## src/rtl/mipi_job_dispatcher.sv

```systemverilog
// Job dispatcher for a MIPI-fed hashing array: buffers received job blocks in a 2-entry FIFO,
// issues them round-robin to idle cores, and funnels found nonces into one result register.
module mipi_job_dispatcher #(
  parameter int NUM_CORES = 4,
  parameter int JOB_W     = 512
) (
  input  logic                         rx_pixel_clk,
  input  logic                         rst_n,
  input  logic [JOB_W-1:0]             job_data,
  input  logic                         job_valid,
  output logic                         job_ready,
  input  logic                         flush,
  output logic [JOB_W-1:0]             core_job,
  output logic [NUM_CORES-1:0]         core_start,
  input  logic [NUM_CORES-1:0]         core_busy,
  input  logic [NUM_CORES-1:0]         core_found,
  input  logic [32*NUM_CORES-1:0]      core_nonce,
  output logic [NUM_CORES-1:0]         core_ack,
  output logic                         result_valid,
  input  logic                         result_ready,
  output logic [31:0]                  result_nonce,
  output logic [$clog2(NUM_CORES)-1:0] result_core,
  output logic                         start_timeout,
  output logic [15:0]                  jobs_issued
);
  localparam int IDX_W = $clog2(NUM_CORES);
  localparam logic [IDX_W-1:0] LAST_IDX = IDX_W'(NUM_CORES - 1);

  typedef enum logic [1:0] {
    S_IDLE  = 2'd0,
    S_ISSUE = 2'd1,
    S_WAIT  = 2'd2
  } state_t;

  // First requester strictly after 'last', wrapping; NUM_CORES is a power of two so the add wraps.
  function automatic logic [IDX_W-1:0] rr_pick(input logic [NUM_CORES-1:0] req,
                                               input logic [IDX_W-1:0]     last);
    logic [IDX_W-1:0] cand;
    logic             hit;
    rr_pick = last;
    hit     = 1'b0;
    for (int k = 1; k <= NUM_CORES; k++) begin
      cand = last + IDX_W'(k);
      if (!hit && req[cand]) begin
        rr_pick = cand;
        hit     = 1'b1;
      end
    end
  endfunction

  function automatic logic [NUM_CORES-1:0] onehot(input logic [IDX_W-1:0] idx);
    onehot = {{(NUM_CORES-1){1'b0}}, 1'b1} << idx;
  endfunction

  logic [JOB_W-1:0]     mem_q [2];
  logic                 wr_ptr_q, wr_ptr_d, rd_ptr_q, rd_ptr_d;
  logic [1:0]           count_q, count_d;
  logic                 ready_q;
  logic                 push_s, pop_s;

  state_t               state_q;
  logic [IDX_W-1:0]     target_q, last_grant_q, grant_s;
  logic [JOB_W-1:0]     job_q;
  logic [NUM_CORES-1:0] start_q;
  logic [3:0]           wait_cnt_q;
  logic                 flushed_q, timeout_q;
  logic [15:0]          issued_q;

  logic                 rv_q, rv_d;
  logic [31:0]          nonce_q, nonce_d;
  logic [IDX_W-1:0]     rcore_q, rcore_d, last_res_q, last_res_d, sel_s;
  logic                 cap_s;
  logic [NUM_CORES-1:0] ack_s;

  // FIFO next state; a flushed-during-flight job must not pop whatever arrived after the flush.
  always_comb begin
    push_s   = job_valid && ready_q && !flush;
    pop_s    = (state_q == S_WAIT) && core_busy[target_q] && !flushed_q && !flush &&
               (count_q != 2'd0);
    wr_ptr_d = wr_ptr_q;
    rd_ptr_d = rd_ptr_q;
    count_d  = count_q;
    if (flush) begin
      wr_ptr_d = 1'b0;
      rd_ptr_d = 1'b0;
      count_d  = 2'd0;
    end else begin
      if (push_s) wr_ptr_d = ~wr_ptr_q;
      else        wr_ptr_d = wr_ptr_q;
      if (pop_s)  rd_ptr_d = ~rd_ptr_q;
      else        rd_ptr_d = rd_ptr_q;
      case ({push_s, pop_s})
        2'b10:   count_d = count_q + 2'd1;
        2'b01:   count_d = count_q - 2'd1;
        default: count_d = count_q;
      endcase
    end
  end

  // FIFO storage and registered ready flag.
  always_ff @(posedge rx_pixel_clk) begin
    if (!rst_n) begin
      wr_ptr_q <= 1'b0;
      rd_ptr_q <= 1'b0;
      count_q  <= 2'd0;
      ready_q  <= 1'b0;
      mem_q[0] <= {JOB_W{1'b0}};
      mem_q[1] <= {JOB_W{1'b0}};
    end else begin
      wr_ptr_q <= wr_ptr_d;
      rd_ptr_q <= rd_ptr_d;
      count_q  <= count_d;
      ready_q  <= (count_d != 2'd2);
      if (push_s) mem_q[wr_ptr_q] <= job_data;
    end
  end

  // Round-robin choices for the next grant and the next result capture.
  always_comb begin
    grant_s    = rr_pick(~core_busy, last_grant_q);
    sel_s      = rr_pick(core_found, last_res_q);
    cap_s      = (!rv_q || result_ready) && (|core_found);
    rv_d       = rv_q;
    nonce_d    = nonce_q;
    rcore_d    = rcore_q;
    last_res_d = last_res_q;
    ack_s      = {NUM_CORES{1'b0}};
    if (cap_s) begin
      rv_d       = 1'b1;
      nonce_d    = core_nonce[{sel_s, 5'd0} +: 32];
      rcore_d    = sel_s;
      last_res_d = sel_s;
      ack_s      = onehot(sel_s);
    end else if (rv_q && result_ready) begin
      rv_d = 1'b0;
    end else begin
      rv_d = rv_q;
    end
  end

  // Dispatch FSM with its registered strobe, job bus, timeout flag and issue counter.
  always_ff @(posedge rx_pixel_clk) begin
    if (!rst_n) begin
      state_q      <= S_IDLE;
      target_q     <= {IDX_W{1'b0}};
      last_grant_q <= LAST_IDX;
      job_q        <= {JOB_W{1'b0}};
      start_q      <= {NUM_CORES{1'b0}};
      wait_cnt_q   <= 4'd0;
      flushed_q    <= 1'b0;
      timeout_q    <= 1'b0;
      issued_q     <= 16'd0;
    end else begin
      case (state_q)
        S_IDLE: begin
          start_q <= {NUM_CORES{1'b0}};
          if ((count_q != 2'd0) && !(&core_busy) && !flush) begin
            target_q <= grant_s;
            job_q    <= mem_q[rd_ptr_q];
            start_q  <= onehot(grant_s);
            state_q  <= S_ISSUE;
          end
        end
        S_ISSUE: begin
          start_q    <= {NUM_CORES{1'b0}};
          wait_cnt_q <= 4'd0;
          state_q    <= S_WAIT;
          if (flush) flushed_q <= 1'b1;
        end
        S_WAIT: begin
          start_q <= {NUM_CORES{1'b0}};
          if (core_busy[target_q]) begin
            last_grant_q <= target_q;
            issued_q     <= issued_q + 16'd1;
            flushed_q    <= 1'b0;
            state_q      <= S_IDLE;
          end else if (wait_cnt_q == 4'd15) begin
            // Core never acknowledged: leave the job queued so the next core retries it.
            timeout_q    <= 1'b1;
            last_grant_q <= target_q;
            flushed_q    <= 1'b0;
            state_q      <= S_IDLE;
          end else begin
            wait_cnt_q <= wait_cnt_q + 4'd1;
            if (flush) flushed_q <= 1'b1;
          end
        end
        default: begin
          start_q <= {NUM_CORES{1'b0}};
          state_q <= S_IDLE;
        end
      endcase
    end
  end

  // Result register and round-robin pointer.
  always_ff @(posedge rx_pixel_clk) begin
    if (!rst_n) begin
      rv_q       <= 1'b0;
      nonce_q    <= 32'd0;
      rcore_q    <= {IDX_W{1'b0}};
      last_res_q <= LAST_IDX;
    end else begin
      rv_q       <= rv_d;
      nonce_q    <= nonce_d;
      rcore_q    <= rcore_d;
      last_res_q <= last_res_d;
    end
  end

  // Ack is combinational so the core drops core_found on the same edge the nonce is captured.
  assign core_ack      = ack_s;
  assign job_ready     = ready_q;
  assign core_job      = job_q;
  assign core_start    = start_q;
  assign result_valid  = rv_q;
  assign result_nonce  = nonce_q;
  assign result_core   = rcore_q;
  assign start_timeout = timeout_q;
  assign jobs_issued   = issued_q;
endmodule

```

## config.mk

```make
export PLATFORM = sky130hd
export DESIGN_NAME = mipi_job_dispatcher
export DESIGN_NICKNAME = d
export VERILOG_FILES = /design/src/rtl/mipi_job_dispatcher.sv
export SDC_FILE = /design/constraint.sdc
export NUM_CORES = 2
export LEC_CHECK = 0
export CORE_AREA = 2 2 476 478
export CTS_BUF_LIST = sky130_fd_sc_hd__clkbuf_4 sky130_fd_sc_hd__clkbuf_8
export CTS_CLUSTER_SIZE = 30
export DETAILED_ROUTE_END_ITERATION = 7
export DIE_AREA = 0 0 478 480
export PLACE_DENSITY = 0.53
export SKIP_CTS_REPAIR_TIMING = 1
export SKIP_LAST_GASP = 1
export SLEW_MARGIN = 20
export SYNTH_ARGS = -nofsm -noshare
export SYNTH_HDL_FRONTEND = slang
export SYNTH_SLANG_ARGS = --single-unit
```

## constraint.sdc

```tcl
create_clock -name rx_pixel_clk -period 45.5 [get_ports rx_pixel_clk]
set_input_delay 9.1 -clock rx_pixel_clk [delete_from_list [all_inputs] [get_ports rx_pixel_clk]]
set_output_delay 9.1 -clock rx_pixel_clk [all_outputs]
set_load 0.05 [all_outputs]
```

Yosys cells after proc, flatten, opt, wreduce, memory -nomap -nowiden
Memory sizes are Yosys's and may differ from the RTL's. A register that Yosys moved wholly into a read port is not among the register bits.
Cells that the tools add are included.
- bits in registers: 74
- bits in writable memories: 1024
- input bits: 653
- output and inout bits: 573
- word-level logic and storage cells: 155
- memories kept: 1
- $add $sub $neg: 10
- order comparisons: 9
- equality and inequality tests: 10
- shift operators: 3
- multiplexer cells: 57
- bitwise gates (word level): 5
- reduce and logical (&&, ||, !) cells: 44
- memories (memory ; words ; width ; read ports ; clocked after memory_dff ; write ports ; RTL line ; text):
    mem_q ; 2 ; 512 ; 1 ; 1 ; 2 ; 55 ; logic [JOB_W-1:0] mem_q [2];
- operators by type and width (operator ; count):
    512-bit 2-to-1 mux ; 1
    512-bit OR reduction ; 1
    128-bit by 8-bit variable part select with 32-bit output ; 1
    2-bit 2-to-1 mux ; 14
    2-bit by 3-bit < comparator with 1-bit output (second input constant) ; 9
    1-bit 2-to-1 mux ; 26
    1-bit binary-select mux with 2-bit select ; 9
    16-bit by 1-bit adder with 16-bit output (second input constant) ; 1
    1-bit logical AND ; 16
    4-bit 2-to-1 mux ; 3
    1-bit zero test ; 11
    3-bit AND reduction ; 3
    2-bit adder (second input constant) ; 4
    2-bit != test (second input constant) ; 4
    4-bit case mux with 2 select lines ; 1
    2-bit AND reduction ; 4
    2-bit nonzero test ; 4
    1-bit by 2-bit left shift with 4-bit output (first input constant) ; 2
    2-bit by 1-bit adder with 2-bit output (second input constant) ; 3
    2-bit case mux with 3 select lines ; 1
    4-bit by 1-bit adder with 4-bit output (second input constant) ; 1
    2-bit by 1-bit == test with 1-bit output (second input constant) ; 2
    2-bit == test (second input constant) ; 2
    4-bit == test (second input constant) ; 1
    11 further kinds ; 14

Depth between registers and ports, before layout
- word-level depth: 15
- gate-level depth with buffers: 11
- mapped depth without buffers: 10

Worst setup path before layout
No wires, ideal clock.
- path type: in2reg
- start point: input port job_valid
- end point: memory mem_q[0][0] (enable)
- library setup time: 2.096 ns
- data arrival time: 45.207 ns
- required time: 43.404 ns
- path slack: -1.804 ns
- cell stages on the path: 3
- path buffers: 0
- cells stage by stage: nand2_1 or2_2 o21ai_0
- RTL lines (item ; RTL line ; text):
    start, declared ; 10 ; input logic job_valid,
    end, declared ; 55 ;

Worst setup path after layout
- start point: input port core_found[2]
- end point: output port core_ack[0]
- longest elaborated chain between the ends: 14
- elaborated cells on any way between the ends: 25
- classes of those cells: 1 x shift; 16 x mux; 8 x reduce/logical
- RTL lines (item ; RTL line ; text):
    start, declared ; 16 ; input logic [NUM_CORES-1:0] core_found,
    1-bit binary-select mux with 2-bit select ; 44 ; if (!hit && req[cand]) begin
    1-bit 2-to-1 mux (implied by the code) ; 44 ;
    1-bit 2-to-1 mux ; 44 ;
    1-bit zero test ; 44 ;
    1-bit logical AND ; 44 ;
    1-bit 2-to-1 mux ; 44 ;
    1-bit zero test ; 44 ;
    1-bit logical AND ; 44 ;
    1-bit 2-to-1 mux ; 44 ;
    1-bit zero test ; 44 ;
    1-bit logical AND ; 44 ;
    2-bit 2-to-1 mux ; 44 ;
    1-bit by 2-bit left shift with 4-bit output ; 52 ; onehot = {{(NUM_CORES-1){1'b0}}, 1'b1} << idx;
    4-bit 2-to-1 mux * ; 128 ; if (cap_s) begin
    end, declared ; 18 ; output logic [NUM_CORES-1:0] core_ack,
Mark *: on every way between the ends. The rest lies on a longest branch, timed or not. The select of a mux whose other input is x is not followed.

==> flow_metrics.tcl <==
set metrics [dict create \
    outcome "finished clean" \
    post-route-period-util 0.468 \
    setup_viol 0 \
    synth.avg_cell_area_um2 13.0 \
    fin_ws_ns 24.20 \
    grt_remaining_overflow 0 \
    synth_ff_type "edfxtp_1" \
    crit_family "buffers and inverters" \
    mostFrequentLayoutCells "clkdlybuf4s50_1, and2_1, edfxtp_1" \
    clk_latency_ns 1.03 \
    multi_input_area_um2 20000 \
    clockRootBuffer "clkbuf_8" \
    nNetsFinal 6828 \
    dp_hpwl_um 150000 \
    startpoint "core_found[2]" \
    whs_path_depth 1 \
    routed_via_density 4.60 \
    cp.arrival_ns 12.20 \
    grt_pass1_vias 42900 \
    hold_viol_final 0 \
    post_drt_wl_per_cell_um 23.5 \
    cp-start-kind "input pin" \
    layout.cells.most_common "clkdlybuf4s50_1" \
    die_area_um2 229000 \
    synth-seq-area-share 0.661 \
    grt_setup_unrepaired "false" \
    antenna_found_initial 97 \
    final.setup.tns_ns 0 \
    initial_core_util 0.287 \
    dieHeight_um 480 \
    cp_slowest_cell "clkdlybuf4s50_1" \
    drv_cap 0 \
    coreArea_um2 224000 \
    r2r_start "count_q[1]$_SDFF_PN0_" \
    cp_cell_sequence "clkdlybuf4s50_1 > nand2b_1 > a21o_1 > nand3_1 > nor3_1 > clkdlybuf4s50_1" \
    endpoint_kind "output pin" \
    max_freq_mhz 47.0 \
    hp-class "reg -> reg" \
    yosys.cell_types.count 50 \
    critPathBufInv 2 \
    gp_congestion 0.898 \
    synth_edf_count 1024 \
    chipWidth_um 478 \
    p_leak_uw 0.0288 \
    clk_path_buf_depth 4 \
    cts_buffers 307 \
    crit_top_cell "clkdlybuf4s50_1" \
    worst_pin_slew_ns 1.27 \
    grt_pass1_wl_um 314000 \
    area_delta_synth_final_pct 32.7 \
    synth_seq_cells 1610 \
    cts.sinks 1610 \
    crit_type "in -> out" \
    rrSetupSlack_ns 40.24 \
    drive_above_1_share 0.0969 \
    synth_fp_nets 5605 \
    worstHoldEndpoint "start_timeout$_SDFFE_PN0P_" \
    ant_nets 0 \
    drtIter0Drc 2357 \
    worst-endpoint-required_ns 36.40 \
    grtUsageTotal 0.186 \
    skew_ns 0.0905 \
    peakVddDrop_mv 0.0255 \
    crit_path_max_incr_delay_ns 0.86 \
    slew_headroom 0.154 \
    power_uw 3360 \
    syn_area_um2 64300 \
    p_per_area_nw_per_um2 39.4 \
    fill_cells 21500 \
    h-tree-depth 5 \
    hold_ws_ns 0.495 \
    slew_viol_final 0 \
    clkSlewWorstSetupHoldPaths_ns 0.06 \
    cts_tree "yes" \
    rr_worst_depth 9 \
    grt_max_degree 193 \
    syn_inst 4945 \
    drt-total-wl_um 221000 \
    rows 174 \
    pre_cts_slack_ns 24.29 \
    seqCellArea_um2 42500 \
    finalCriticalPeriod_ns 21.30 \
    dr.pass1.iters 7 \
    ys.warnings.count 0 \
    io_buffers 1225 \
    ios 1226 \
    drc 0 \
    num_vias 43300 \
    dpl_cell_area_um2 79100 \
    crit_fanout 33 \
    final_cell_area_um2 85300 \
    synth-async-reset-ratio 0 \
    r2r_end "core_job[157]$_SDFFE_PN0P_" \
    hp-start "start_timeout$_SDFFE_PN0P_" \
]
where the power goes:
group / switching (µW) / internal, µW
combinational: 174 / 113
clock: 619 / 820
sequential: 25.5 / 1610
through the flow:
stage | instances | util
2_1_floorplan | 4945 | -
3_3_place_gp | 8850 | 0.353
3_5_place_dp | 8851 | 0.353
4_1_cts | 9388 | 0.380
5_1_grt | 9394 | 0.381
6_report | 9421 | 0.381
sequential cells by signal (all words and copies together) (netlist names), 4 cells and up:
register,count
mem_q,1024
core_start,4
wait_cnt_q,4
core_job,512
result_nonce,32
jobs_issued,16
metal layers:
layer | global-route usage | wire length (µm) | share of wire
met1 | 0.230 | 92600 | 0.42
met2 | 0.295 | 101000 | 0.46
met3 | 0.0813 | 21500 | 0.097
met4 | 0.0523 | 5670 | 0.026
met5 | 0 | 540 | 0.0024
kinds of logic (layout without fill, tap and decap cells):
| group | after synthesis | after routing | share of synthesized area |
|---|---|---|---|
| compound gates | 652 | 652 | 0.0765 |
| xor+xnor | 17 | 17 | 0.00232 |
| fa+ha+maj | 7 | 7 | 0.00136 |
| buf+inv | 390 | 1841 | 0.0287 |
| flops | 1610 | 1610 | 0.661 |
| mux | 549 | 549 | 0.0857 |
| other cells | 0 | 33 | 0 |
| simple gates | 1720 | 1720 | 0.144 |
cell usage after synthesis, types with 3 or more instances:
master	n	area, µm²
a211oi_1	514	3860
a21bo_2	32	320
a21o_1	3	22.5
a21oi_1	12	60.1
and2_1	1027	6420
and3_1	4	25.0
and4_1	4	35.0
buf_1	3	11.3
buf_2	163	816
buf_4	32	240
buf_6	6	67.6
clkbuf_1	168	631
clkbuf_2	7	35.0
dfxtp_1	586	11700
edfxtp_1	1024	30700
ha_1	7	87.6
inv_1	10	37.5
mux2i_1	547	5480
nand2_1	51	191
nand2b_1	6	37.5
nand3_1	13	65.1
nand4_1	37	231
nor2_1	552	2070
nor2b_1	6	37.5
nor3_1	7	35.0
o211ai_1	35	263
o21ai_0	10	50.1
o21ai_1	4	20.0
o31ai_1	33	248
or3_1	3	18.8
xnor2_1	9	78.8
xor2_1	8	70.1
layout make-up:
type | instances | area share
tap | 2992 | 0.0439
clock buffer | 474 | 0.0666
antenna | 33 | 0.000968
sequential | 1610 | 0.498
multi-input combinational | 2945 | 0.234
inverter | 11 | 0.000572
timing repair buffer | 1293 | 0.150
clock inverter | 63 | 0.00513
how the worst max path moves through the flow:
stage,to,slack [ns],depth (start not counted)
3_5_place_dp,core_ack[0],24.29,6
4_1_cts,core_ack[0],24.28,6
6_report,core_ack[0],24.20,6
5_1_grt,core_ack[0],24.06,6
3_3_place_gp,core_ack[0],24.27,6
2_1_floorplan,mem_q[0][0]$_SDFFCE_PN0P_,12.04,3
No activity file was read; power rests on OpenSTA's default activity.
